### src/rtl/fib_pkg.sv
// Shared definitions for the Fibonacci term generator.
//   fib_state_e : controller states (IDLE, RUN, DONE)
//   FIB_W       : default term width
//   FIB_A0/B0   : seed values for the current and next term
//   FIB_LAST    : largest term for FIB_W = 4, used by checking code
package fib_pkg;

  typedef enum logic [1:0] {
    IDLE = 2'd0,
    RUN  = 2'd1,
    DONE = 2'd2
  } fib_state_e;

  localparam int FIB_W    = 4;
  localparam int FIB_A0   = 0;
  localparam int FIB_B0   = 1;
  localparam int FIB_LAST = 13;

endpackage

### src/rtl/fib_step.sv
// Combinational Fibonacci step.
//   a    : current term (WIDTH bits)
//   b    : next term (WIDTH+1 bits, MSB set means it no longer fits)
//   next : a + b at WIDTH+1 bits
//   last : b has overflowed WIDTH bits, so a is the final representable term
module fib_step
  import fib_pkg::*;
#(
  parameter int WIDTH = FIB_W
) (
  input  logic [WIDTH-1:0] a,
  input  logic [WIDTH:0]   b,
  output logic [WIDTH:0]   next,
  output logic             last
);

  assign next = {1'b0, a} + b;
  assign last = b[WIDTH];

endmodule

### src/rtl/fib_seq_gen.sv
// Fibonacci term generator with a valid/ready output.
//   clk, rst_n          : clock, asynchronous active-low reset
//   start, stop, mode   : begin a run, abort a run, 0 = single pass / 1 = wrap
//   out_valid/out_ready : output handshake
//   out_data, term_idx  : current term and its index
//   busy, done          : running, one-cycle end-of-pass pulse
//
// state | meaning
// IDLE  | waiting for start
// RUN   | presenting one term per handshake
// DONE  | single pass finished, done pulse for one cycle
module fib_seq_gen
  import fib_pkg::*;
#(
  parameter int WIDTH = FIB_W,
  parameter int IDXW  = 4
) (
  input  logic             clk,
  input  logic             rst_n,
  input  logic             start,
  input  logic             stop,
  input  logic             mode,
  output logic             out_valid,
  input  logic             out_ready,
  output logic [WIDTH-1:0] out_data,
  output logic [IDXW-1:0]  term_idx,
  output logic             busy,
  output logic             done
);

  localparam logic [1:0] S_IDLE = IDLE;
  localparam logic [1:0] S_RUN  = RUN;
  localparam logic [1:0] S_DONE = DONE;

  localparam logic [WIDTH-1:0] A_SEED = WIDTH'(FIB_A0);
  localparam logic [WIDTH:0]   B_SEED = (WIDTH+1)'(FIB_B0);

  logic [1:0]       state;
  logic [WIDTH-1:0] a;
  logic [WIDTH:0]   b;
  logic [IDXW-1:0]  idx;
  logic             mode_q;
  logic [WIDTH:0]   next;
  logic             last;

  fib_step #(.WIDTH(WIDTH)) u_step (
    .a    (a),
    .b    (b),
    .next (next),
    .last (last)
  );

  always_ff @(posedge clk or negedge rst_n) begin
    if (!rst_n) begin
      state  <= S_IDLE;
      a      <= A_SEED;
      b      <= B_SEED;
      idx    <= '0;
      mode_q <= 1'b0;
    end else begin
      case (state)
        S_IDLE: begin
          if (start && !stop) begin
            a      <= A_SEED;
            b      <= B_SEED;
            idx    <= '0;
            mode_q <= mode;
            state  <= S_RUN;
          end
        end
        S_RUN: begin
          // out_valid is high throughout RUN, so out_ready alone marks a transfer
          if (stop) begin
            a     <= A_SEED;
            b     <= B_SEED;
            idx   <= '0;
            state <= S_IDLE;
          end else if (out_ready) begin
            if (!last) begin
              a   <= b[WIDTH-1:0];
              b   <= next;
              idx <= idx + IDXW'(1);
            end else begin
              // reseed on both wrap and end of pass so out_data returns to 0
              a   <= A_SEED;
              b   <= B_SEED;
              idx <= '0;
              if (!mode_q) state <= S_DONE;
            end
          end
        end
        S_DONE:  state <= S_IDLE;
        default: state <= S_IDLE;
      endcase
    end
  end

  assign out_valid = (state == S_RUN);
  assign busy      = (state == S_RUN);
  assign done      = (state == S_DONE);
  assign out_data  = a;
  assign term_idx  = idx;

endmodule

### config.mk
export PLATFORM = sky130hd
export DESIGN_NAME = fib_seq_gen
export DESIGN_NICKNAME = d
export VERILOG_FILES = /design/src/rtl/fib_pkg.sv /design/src/rtl/fib_step.sv /design/src/rtl/fib_seq_gen.sv
export SDC_FILE = /design/constraint.sdc
export NUM_CORES = 1
export LEC_CHECK = 0
export CAP_MARGIN = 20
export CELL_PAD_IN_SITES_DETAIL_PLACEMENT = 1
export CELL_PAD_IN_SITES_GLOBAL_PLACEMENT = 2
export CORE_MARGIN = 10
export CORE_UTILIZATION = 28
export DETAILED_ROUTE_END_ITERATION = 6
export PLACE_DENSITY = 0.84
export SETUP_SLACK_MARGIN = 0.02
export SKIP_CTS_REPAIR_TIMING = 1
export SYNTH_ARGS = -nofsm -noshare
export SYNTH_HDL_FRONTEND = slang
export SYNTH_SLANG_ARGS = --single-unit
### constraint.sdc
create_clock -name clk -period 1.52 [get_ports clk]
set_clock_uncertainty 0.1 [all_clocks]
set_input_delay 0.304 -clock clk [delete_from_list [all_inputs] [get_ports clk]]
set_output_delay 0.304 -clock clk [all_outputs]
set_load 0.005 [all_outputs]
==> results of run 1 <==
-- per-stage QoR --
step / std cells / worst slack [ns]
after detailed placement: 133 / -0.442
after floorplan: 78 / 0.00728
after CTS: 137 / -0.371
after global placement: 133 / -0.337
after global routing: 148 / -0.192
final: 148 / -0.127
-- layout make-up --
class	count	area [sq um]
Clock buffer	4	36.3
Fill cell	309	1450
Inverter	5	18.8
Multi-Input combinational cell	55	488
Sequential cell	16	404
Tap cell	31	38.8
Timing Repair Buffer	37	390
-- metal layers --
layer	wire length (microns)	vias up	share of wire
li1	-	352	-
met1	1050	370	0.41
met2	1330	21	0.52
met3	102	9	0.039
met4	99	0	0.038
met5	0	-	0
-- power by group --
| part | internal, W | switching, W |
|---|---|---|
| Combinational | 0.000128 | 0.0000945 |
| Sequential | 0.000447 | 0.0000182 |
| Clock | 0.000146 | 0.000146 |
-- Yosys cell counts (all sizes together) --
library cell / count
nor2: 5
o31ai: 1
inv: 5
a22o: 3
and3: 1
and2: 1
fa: 1
or4b: 1
nand4: 1
a31oi: 1
and2b: 2
a21oi: 4
ha: 5
xor2: 2
mux2: 1
dfstp: 1
or2: 1
nand2: 9
dfrtp: 15
o21ai: 10
nor4b: 2
a21o: 2
buf: 2
nand3b: 1
a2111oi: 1
-- kinds of logic after synthesis --
| kind of cell | after synthesis |
|---|---|
| multiplexers | 1 |
| AND/OR/NAND/NOR | 24 |
| adder cells (fa/ha/maj) | 6 |
| XOR/XNOR | 2 |
| AO/OA/AOI/OAI | 22 |
| buffers and inverters | 7 |
| flip-flops | 16 |
-- path summary, 6_finish.rpt --
path,start,to,slack [ns],cells past startpoint
max in group asynchronous,rst_n,b[0],0.86,2
min in group clk,stop,state[0],0.31,2
worst min register to register,b[0],b[0],0.41,2
worst max-delay path,state[1],term_idx[2],-0.13,7
worst max register to register,state[1],term_idx[2],-0.13,7
worst min-delay path,rst_n,state[1],0.22,2
-- state kept, by name, indices dropped and copies added (netlist names) --
| name | count |
|---|---|
| b | 5 |
| mode_q | 1 |
| out_data | 4 |
| state | 2 |
| term_idx | 4 |
-- worst max-delay path: cells and delay by family, from the launching register on --
kind	cells	cell delay (ns)
buffers and inverters	3	0.44
AOI/OAI and AO/OA	3	0.40
and+or+nand+nor	1	0.23
DFF	1	0.39
==> results.sh, run 1 <==
export IMPL_layout_nets=130
export IMPL_synth_seq_area_share=0.473
export IMPL_place_congestion=0.761
export IMPL_timing_final_ws_setup_ns=-0.127
export IMPL_placed_area_sq_um=1130
export IMPL_met1_usage=0.0796
export IMPL_track_usage=0.0827
export IMPL_fp_dieW_microns=75.0
export IMPL_synth_cell_type_count=29
export IMPL_setup_tns_final_ns=-1.33
export IMPL_synth_xor_area_frac=0.0206
export IMPL_worst_path_most_repeated_cell="buf_4"
export IMPL_yosys_area_share_simple=0.180
export IMPL_drc=0
export IMPL_antenna_found_initial=0
export IMPL_synth_top_area_frac=0.442
export IMPL_die_y_microns=75.0
export IMPL_syn_area_sq_um=848
export IMPL_worstSetupStartpointType="flip-flop"
export IMPL_synth_top_family_by_area="simple AND/OR/NAND/NOR gates"
export IMPL_status="complete, but fails checks"
export IMPL_synth_compound_area_frac=0.171
export IMPL_met3_usage=0.0171
export IMPL_dieArea_sq_um=5630
export IMPL_grt_max_degree=17
export IMPL_cts_tree="yes"
export IMPL_setup_viol=16
export IMPL_num_antenna_cells=0
export IMPL_final_common_cell="buf_4"
export IMPL_core_area_sq_um=2830
export IMPL_p_leak_nw=0.796
export IMPL_final_cell_area_sq_um=1380
export IMPL_powerDensity_nw_per_um2=711
export IMPL_syn_to_final_growth_pct=62.2
export IMPL_fmax_ghz=0.607
export IMPL_floorplan_initialDensity=0.300
export IMPL_synth_fa_ha_area_frac=0.0973
export IMPL_min_period_over_period=1.08
export IMPL_ant_nets=0
export IMPL_yosysTopAreaCell="dfrtp_1"
export IMPL_layout_common_cells="buf_4, dfrtp_1, dlymetal6s2s_1"
export IMPL_peakVddDrop_v=0.000213
export IMPL_synth_avg_cell_area_sq_um=10.9
export IMPL_routedWlPerCell_microns=17.5
export IMPL_ctsLongestPathBuffers=2
export IMPL_hold_viol=0
export IMPL_slew_headroom=0.762
export IMPL_dr_pass1_iters=2
export IMPL_grtUsageMet2=0.146
export IMPL_clock_sinks=16
export IMPL_root_buffer="clkbuf_4"
export IMPL_synthTopCellsByArea="dfrtp_1, ha_1, o21ai_0"
export IMPL_cp_arrival_ns=1.77
export IMPL_num_rows=19
export IMPL_vias=752
export IMPL_insertion_delay_ns=0.30
export IMPL_cp_max_fo=4
export IMPL_drtIter0Drc=33
export IMPL_syn_nets=90
export IMPL_cp_end_kind="flip-flop"
export IMPL_final_layout_size_suffix_gt1_frac=0.436
export IMPL_worst_pin_slew_ns=0.348
export IMPL_rsz0062_at_grt="true"
export IMPL_muxShareOfSynthArea=0.0133
export IMPL_hpwl_microns=1770
export IMPL_fin_util=0.487
export IMPL_grt_pass1_wl_microns=3550
export IMPL_yosys_warnings=0
export IMPL_slew_viol_final=0
export IMPL_vias_per_cell=5.08
export IMPL_grt_pass1_vias=768
export IMPL_holdWs_ns=0.216
export IMPL_design_portCount=17
export IMPL_violations="negative setup slack"
export IMPL_min_period_ns=1.65
export IMPL_htreeDepth=1
export IMPL_path_class="reg -> reg"
export IMPL_cp_slowest_cell="dfrtp_1"
export IMPL_overflow=0
export IMPL_port_buffers=16
export IMPL_postRouteWirelength_microns=2590
export IMPL_synth_cells=78
export IMPL_hp_class="in -> async"
export IMPL_max_cap_violations=0
export IMPL_synth_seq_cells=16
export IMPL_clkTransAtPathRegs_ns=0.10
export IMPL_cts_buffers=3
export IMPL_crit_required_ns=1.64
export IMPL_slowest_delay_ns=0.39
export IMPL_p_total_w=0.000979
export IMPL_path_cells="buf_4, and2b_2, buf_4, a21oi_4, buf_4, o21ai_2, o21ai_1"
export IMPL_busiest_layer="met2"
Power figures use the tool's default switching activity.
==> run 2, diff against run 1 <==
--- a/config.mk
+++ b/config.mk
@@ -8,7 +8,6 @@
 export CAP_MARGIN = 20
 export CELL_PAD_IN_SITES_DETAIL_PLACEMENT = 1
 export CELL_PAD_IN_SITES_GLOBAL_PLACEMENT = 2
-export CORE_MARGIN = 10
 export CORE_UTILIZATION = 28
 export DETAILED_ROUTE_END_ITERATION = 6
 export PLACE_DENSITY = 0.84
==> run 2 against run 1 <==
  * The flow finishes with violations (design-rule violations, negative setup slack)
  * Largest cell class unchanged
  * Wire length fell by 4.4%
  * Worst setup slack better by 0.0015 ns
  * Count of clock-buffer cells in the layout is the same
  * Fmax barely moved
  * Non-clock buffer count is 6 higher
  * Critical path depth shrank 1
  * Global-route usage increased by 6.0 points
  * Via count increased by 3.3%
  * Flip-flop and latch count unchanged
  * Design area increased by 3.1%
==> results.sh, run 2 (synthesis gave the netlist of run 1 again) <==
export IMPL_met3_usage=0.0499
export IMPL_fmax_ghz=0.608
export IMPL_slew_viol_final=0
export IMPL_p_leak_nw=0.828
export IMPL_clock_sinks=16
export IMPL_cp_arrival_ns=1.73
export IMPL_setup_viol=12
export IMPL_placed_area_sq_um=1150
export IMPL_grtUsageMet2=0.229
export IMPL_slowest_delay_ns=0.57
export IMPL_regMostFlops="b"
export IMPL_insertion_delay_ns=0.29
export IMPL_path_class="reg -> reg"
export IMPL_cts_buffers=3
export IMPL_drtIter0Drc=9
export IMPL_powerDensity_nw_per_um2=699
export IMPL_port_buffers=16
export IMPL_layout_nets=136
export IMPL_die_y_microns=57.0
export IMPL_slew_headroom=0.750
export IMPL_grt_pass1_wl_microns=3460
export IMPL_core_area_sq_um=2810
export IMPL_cp_end_kind="flip-flop"
export IMPL_met1_usage=0.182
export IMPL_rsz0062_at_grt="true"
export IMPL_vias_per_cell=5.05
export IMPL_critPathTopFamily="flip-flops"
export IMPL_overflow=0
export IMPL_num_antenna_cells=0
export IMPL_hold_viol=0
export IMPL_num_rows=19
export IMPL_hp_class="in -> async"
export IMPL_nFillCells=308
export IMPL_root_buffer="clkbuf_4"
export IMPL_vias=777
export IMPL_grt_pass1_vias=722
export IMPL_postRouteWirelength_microns=2470
export IMPL_p_total_w=0.000992
export IMPL_cp_max_fo=2
export IMPL_design_portCount=17
export IMPL_busiest_layer="met2"
export IMPL_min_period_over_period=1.08
export IMPL_drc=4
export IMPL_final_cell_area_sq_um=1420
export IMPL_cts_tree="yes"
export IMPL_peakVddDrop_v=0.000364
export IMPL_crit_buf_inv=2
export IMPL_final_layout_size_suffix_gt1_frac=0.504
export IMPL_ctsLongestPathBuffers=2
export IMPL_htreeDepth=1
export IMPL_grt_max_degree=16
export IMPL_dieArea_sq_um=3250
export IMPL_floorplan_initialDensity=0.302
export IMPL_violations="design-rule violations, negative setup slack"
export IMPL_routedWlPerCell_microns=16.0
export IMPL_antenna_found_initial=0
export IMPL_syn_to_final_growth_pct=67.3
export IMPL_hpwl_microns=1560
export IMPL_crit_required_ns=1.61
export IMPL_clkTransAtPathRegs_ns=0.10
export IMPL_worstSetupStartpointType="flip-flop"
export IMPL_place_congestion=0.698
export IMPL_holdWs_ns=0.134
export IMPL_track_usage=0.142
export IMPL_final_common_cell="buf_4"
export IMPL_max_cap_violations=0
export IMPL_status="complete, but fails checks"
export IMPL_min_period_ns=1.65
export IMPL_worst_pin_slew_ns=0.366
export IMPL_largest_reg_flops=5
export IMPL_cp_slowest_cell="dfstp_2"
export IMPL_path_cells="ha_4, inv_2, fa_2, buf_4, xor2_1, o21ai_1"
export IMPL_setup_tns_final_ns=-0.867
export IMPL_timing_final_ws_setup_ns=-0.125
export IMPL_dr_pass1_iters=5
export IMPL_fp_dieW_microns=57.0
export IMPL_ant_nets=0
export IMPL_layout_common_cells="buf_4, dfrtp_1, dlymetal6s2s_1"
-- run 2: cell count changes in the layout (fill, tap and decap cells not counted), moves of 2 or more --
cell and change:
clkbuf_2 +3, buf_4 +5, buf_6 -2, nand2_4 +2, nand2_1 -3
-- run 2: per-stage QoR --
stage	setup slack (ns)	util	cells
4_1_cts	-0.430	0.421	139
2_1_floorplan	0.00728	-	78
5_1_grt	-0.211	0.506	154
3_3_place_gp	-0.354	0.409	135
6_report	-0.125	0.506	154
3_5_place_dp	-0.385	0.409	135
-- run 2: path summary, 6_finish.rpt --
check                      startpoint  cells after the start           to  slack [ns]
max                              b[0]                      6         b[2]       -0.13
min reg2reg                      b[0]                      2         b[0]        0.43
max in group asynchronous       rst_n                      2  term_idx[1]        0.72
min                             rst_n                      1  term_idx[0]        0.13
max reg2reg                      b[0]                      6         b[2]       -0.13
min in group clk                 stop                      2     state[0]        0.32
-- run 2: per-layer routing --
metal,vias to the layer above,part of all wire
met5,-,0
met4,0,0.0073
met3,4,0.040
met2,15,0.53
met1,392,0.42
li1,366,-
-- run 2: area by class of cell --
| cell class | instances | area, sq um | share of cell area |
|---|---|---|---|
| clock buffers | 4 | 36.3 | 0.0256 |
| inverters | 5 | 18.8 | 0.0132 |
| multi-input cells | 55 | 492 | 0.347 |
| flip-flops and latches | 16 | 405 | 0.286 |
| well taps | 31 | 38.8 | 0.0273 |
| repair buffers | 43 | 428 | 0.302 |
-- run 2: power breakdown --
part           internal (W)  switching, W
Combinational      0.000137      0.000103
Sequential         0.000447     0.0000148
Clock              0.000146      0.000143
Total              0.000730      0.000262
==> run 3, diff against run 2 <==
--- a/config.mk
+++ b/config.mk
@@ -5,7 +5,6 @@
 export SDC_FILE = /design/constraint.sdc
 export NUM_CORES = 1
 export LEC_CHECK = 0
-export CAP_MARGIN = 20
 export CELL_PAD_IN_SITES_DETAIL_PLACEMENT = 1
 export CELL_PAD_IN_SITES_GLOBAL_PLACEMENT = 2
 export CORE_UTILIZATION = 28
==> results of run 3 <==
The final DEF is identical to that of run 2; final timing and power are the same.
==> variant 1: new RTL, config.mk and constraints of run 2 <==
Reset style: synchronous (`rst_n`), changed in one clocked block. Comments in the files are not updated.
--- a/src/rtl/fib_seq_gen.sv
+++ b/src/rtl/fib_seq_gen.sv
@@ -50,7 +50,7 @@
     .last (last)
   );
 
-  always_ff @(posedge clk or negedge rst_n) begin
+  always_ff @(posedge clk) begin
     if (!rst_n) begin
       state  <= S_IDLE;
       a      <= A_SEED;
Behaviour: differs if rst_n is asserted again (counterexample within 4 cycles, from zero or initial values and one cycle with rst_n low); with rst_n held inactive, the same outputs for 10 cycles.
==> variant 1 against run 2 <==
- the run ends with setup timing left
- sequential power down 8.9%
- core utilization down 3.9 points
- design area down 0.44%
- highest routed layer unchanged
- critical endpoint is now b[1]
- power down 16%
- count of clock-buffer cells in the layout unchanged
- largest cell class unchanged
- worst hold slack better by 0.19 ns
- via count up 3.3%
- synthesized cell count up 17%
- area after synthesis up 4.1%
- global-route usage down 0.17 points
- critical path type unchanged
- worst setup slack better by 0.0096 ns
- routed wire length down 9.1%
- sequential cell count unchanged
==> variant 1: results <==
export IMPL_status="finished with violations"
export IMPL_violations="setup timing"
export IMPL_p_leak_nw=0.763
export IMPL_final_setup_worst_slack_ns=-0.116
export IMPL_drt_iter0_drc=3
export IMPL_htreeDepth=1
export IMPL_finalNetCount=145
export IMPL_n_antenna_cell=0
export IMPL_clock_latency_ns=0.29
export IMPL_hold_slack_ns=0.323
export IMPL_grt_pass1_wl_um=3640
export IMPL_cts_root_buf="clkbuf_4"
export IMPL_dp_slack_ns=-0.482
export IMPL_path_clk_slew_ns=0.10
export IMPL_clk_path_buf_depth=2
export IMPL_async_reset_ff_share_pct=0
export IMPL_grt_max_degree=10
export IMPL_antenna_found_initial=0
export IMPL_dp_hpwl_um=1660
export IMPL_synth_common_cells="16 x dfxtp_1, 11 x nor2b_1, 6 x inv_1, 6 x nand2_1"
export IMPL_portBuffers=16
export IMPL_synthDistinctLibCells=32
export IMPL_vdd_drop_max_mv=0.342
export IMPL_synth_area_top_cells="dfxtp_1 36%, nor2b_1 7.8%, ha_1 7.1%, nor4b_4 5.4%, mux2i_1 4.5%"
export IMPL_r2r_end="b[1]"
export IMPL_r2r_slack_ns=-0.12
export IMPL_largest_register_ffs=5
export IMPL_synth_warnings=0
export IMPL_drive_gt1_share_pct=45.5
export IMPL_vias=803
export IMPL_crit_fanout=2
export IMPL_largest_register="b"
export IMPL_crit_arrival_ns=1.74
export IMPL_hp_class="input port to flip-flop"
export IMPL_syn_num_nets=103
export IMPL_wl_per_cell_um=12.8
export IMPL_cts_made_buffers=3
export IMPL_tns_ns=-0.259
export IMPL_startpoint="out_data[0]"
export IMPL_hold_start="stop"
export IMPL_grt_pass1_vias=813
export IMPL_grt_total_usage_pct=14.1
export IMPL_hold_depth=4
export IMPL_synth_yosys_seq_area_share_pct=36.3
export IMPL_hold_end="state[1]"
export IMPL_setup_viol=4
export IMPL_tightestPinTransition_ns=0.295
export IMPL_drt_pass1_iterations=4
export IMPL_routabilityCongestion=0.714
export IMPL_start_kind="flip-flop"
[variant 1: area by class of cell]
class                      count  area (sq um)
fill                         339          1620
multi-input combinational     64           551
timing repair buffer          42           404
sequential                    16           344
tap                           44          55.1
clock buffer                   4          36.3
inverter                       6          22.5
[variant 1: cell families after synthesis]
kind of cell | Yosys count | synth area share [%]
simple gates | 36 | 28.3
buf+inv | 11 | 6.80
fa+ha+maj | 6 | 9.35
xor+xnor | 1 | 0.992
flops | 16 | 36.3
mux | 4 | 4.53
compound gates | 17 | 13.7
[variant 1: how the worst max path moves through the flow]
stage	endpoint	slack (ns)	cells after the start
after floorplan	b[1]	-0.05	6
after global placement	out_data[0]	-0.43	7
after detailed placement	term_idx[0]	-0.48	7
after CTS	out_valid	-0.33	2
after global routing	b[0]	-0.18	6
final	b[1]	-0.12	6
[variant 1: worst max-delay path, stage by stage, from the launching register on]
cell     delay [ns]
dfxtp_2        0.37
ha_4           0.15
inv_2          0.04
fa_2           0.53
inv_2          0.03
a22o_1         0.21
and2_1         0.13
[variant 1: power by group]
group          leakage (nW)  total (mW)  switching [mW]  internal [mW]
registers             0.135       0.421         0.00375          0.417
clock network        0.0210       0.294           0.148          0.146
logic                 0.607       0.122          0.0502         0.0713
total                 0.763       0.837           0.202          0.635
[variant 1: metal layers]
layer	global-route usage (%)	part of all wire [%]
met5	0	0
met4	4.08	0.94
met3	2.68	2.8
met2	25.1	50
met1	17.1	46
[variant 1: through the flow]
step	cell area, sq um	instances
floorplan	901	91
global placement	1210	163
detailed placement	1210	163
CTS	1240	167
global route	1410	176
finish	1410	176
==> variant 2: new RTL, config.mk and constraints of run 2 <==
Made on the original files. The package constant `FIB_W` goes from 4 to 3. Comments in the files are not updated.
--- a/src/rtl/fib_pkg.sv
+++ b/src/rtl/fib_pkg.sv
@@ -11,7 +11,7 @@
     DONE = 2'd2
   } fib_state_e;
 
-  localparam int FIB_W    = 4;
+  localparam int FIB_W    = 3;
   localparam int FIB_A0   = 0;
   localparam int FIB_B0   = 1;
   localparam int FIB_LAST = 13;
Interface: changed (resized out_data); port bits go from 17 to 16. The function was not compared with the original's and may differ.
==> variant 2 against run 2 <==
- the flow finishes with violations (setup timing)
- sequential cell count is 2 lower
- worst setup slack better by 0.035 ns
- first-iteration DRC count is 78% lower
- design area is 4.9% lower
- global-route usage is 0.30 points higher
- power is 6.9% lower
- area after synthesis is 9.3% lower
- count of clock-buffer cells in the layout stayed put
- routed wire length is 10% lower
- sequential power is 11% lower
- critical endpoint unchanged
==> variant 2: results <==
export IMPL_reg2reg_depth=5
export IMPL_vdd_drop_max_mv=0.439
export IMPL_n_antenna_cell=0
export IMPL_synth_common_cells="13 x dfrtp_1, 5 x a22o_1, 4 x ha_1, 4 x nor2_1"
export IMPL_finalNetCount=123
export IMPL_htreeDepth=1
export IMPL_tightestPinTransition_ns=0.292
export IMPL_drt_pass1_iterations=3
export IMPL_synthDistinctLibCells=35
export IMPL_antenna_found_initial=0
export IMPL_cpPeakStageDelay_ns=0.42
export IMPL_portBuffers=15
export IMPL_syn_num_nets=73
export IMPL_vias=674
export IMPL_dp_hpwl_um=1320
export IMPL_synth_warnings=0
export IMPL_drive_gt1_share_pct=55.0
export IMPL_clock_latency_ns=0.28
export IMPL_grt_pass1_wl_um=3060
export IMPL_synth_yosys_seq_area_share_pct=45.7
export IMPL_drt_total_wl_um=2210
export IMPL_tns_ns=-0.566
export IMPL_grt_pass1_vias=677
export IMPL_crit_fanout=2
export IMPL_routabilityCongestion=0.721
export IMPL_violations="setup timing"
export IMPL_r2r_end="b[2]"
export IMPL_cts_root_buf="clkbuf_4"
export IMPL_crit_arrival_ns=1.68
export IMPL_synthFlopType="dfrtp_1"
export IMPL_clk_path_buf_depth=2
export IMPL_async_reset_ff_share_pct=100
export IMPL_final_setup_worst_slack_ns=-0.0906
export IMPL_r2r_start="out_data[0]"
export IMPL_cp_slowest_cell="dfrtp_1"
export IMPL_status="finished with violations"
export IMPL_p_leak_nw=0.756
export IMPL_grt_max_degree=15
export IMPL_nFillCells=268
export IMPL_grt_total_usage_pct=14.5
export IMPL_drt_iter0_drc=2
export IMPL_hold_slack_ns=0.222
export IMPL_syn_inst=62
export IMPL_synth_area_top_cells="dfrtp_1 42%, ha_1 6.5%, a22o_1 5.7%, dfstp_2 3.4%, nand3b_1 2.9%"
export IMPL_setup_viol=12
-- variant 2: cell families after synthesis --
logic type / share of synthesized area (%)
xor+xnor: 1.14
flops: 45.7
fa+ha+maj: 9.11
simple gates: 15.1
compound gates: 18.2
buf+inv: 4.55
mux: 6.18
-- variant 2: routing by layer --
layer | share of wire (%) | GRT usage [%]
met5 | 0 | 0
met2 | 54 | 24.2
met1 | 44 | 18.2
met3 | 2.4 | 5.83
met4 | 0 | 1.28
-- variant 2: how the worst max path moves through the flow --
stage / end / slack (ns) / cells after the start / from
2_1_floorplan: b[2] / -0.07 / 5 / out_data[0]
3_3_place_gp: term_idx[3] / -0.40 / 4 / stop
3_5_place_dp: term_idx[3] / -0.42 / 4 / stop
4_1_cts: busy / -0.43 / 3 / state[0]
5_1_grt: b[2] / -0.16 / 5 / out_data[0]
6_report: b[2] / -0.09 / 5 / out_data[0]
-- variant 2: stage by stage --
step           cells  setup slack (ns)  instance area [sq um]
2_1_floorplan     62           -0.0671                    785
3_3_place_gp     120            -0.404                   1070
3_5_place_dp     120            -0.424                   1070
4_1_cts          124            -0.433                   1100
5_1_grt          141            -0.159                   1350
6_report         141           -0.0906                   1350
-- variant 2: cell type report --
class                           count  area share, %
Sequential cell                    14           26.3
Timing Repair Buffer               48           31.8
Tap cell                           30           2.78
Inverter                            3           1.02
Multi-Input combinational cell     42           35.4
Clock buffer                        4           2.69
-- variant 2: power breakdown --
part	switching (mW)	leakage, nW	internal, mW
Combinational	0.0920	0.551	0.149
Clock	0.125	0.0210	0.146
Sequential	0.0172	0.184	0.393
Total	0.234	0.756	0.688
-- variant 2: worst max-delay path, delay by kind of cell, from the launching register on --
kind	cells	cell delay (ns)
muxes	1	0.27
adders and majority gates	2	0.53
and+or+nand+nor	1	0.05
xor gates and xnor gates	1	0.12
DFF	1	0.42
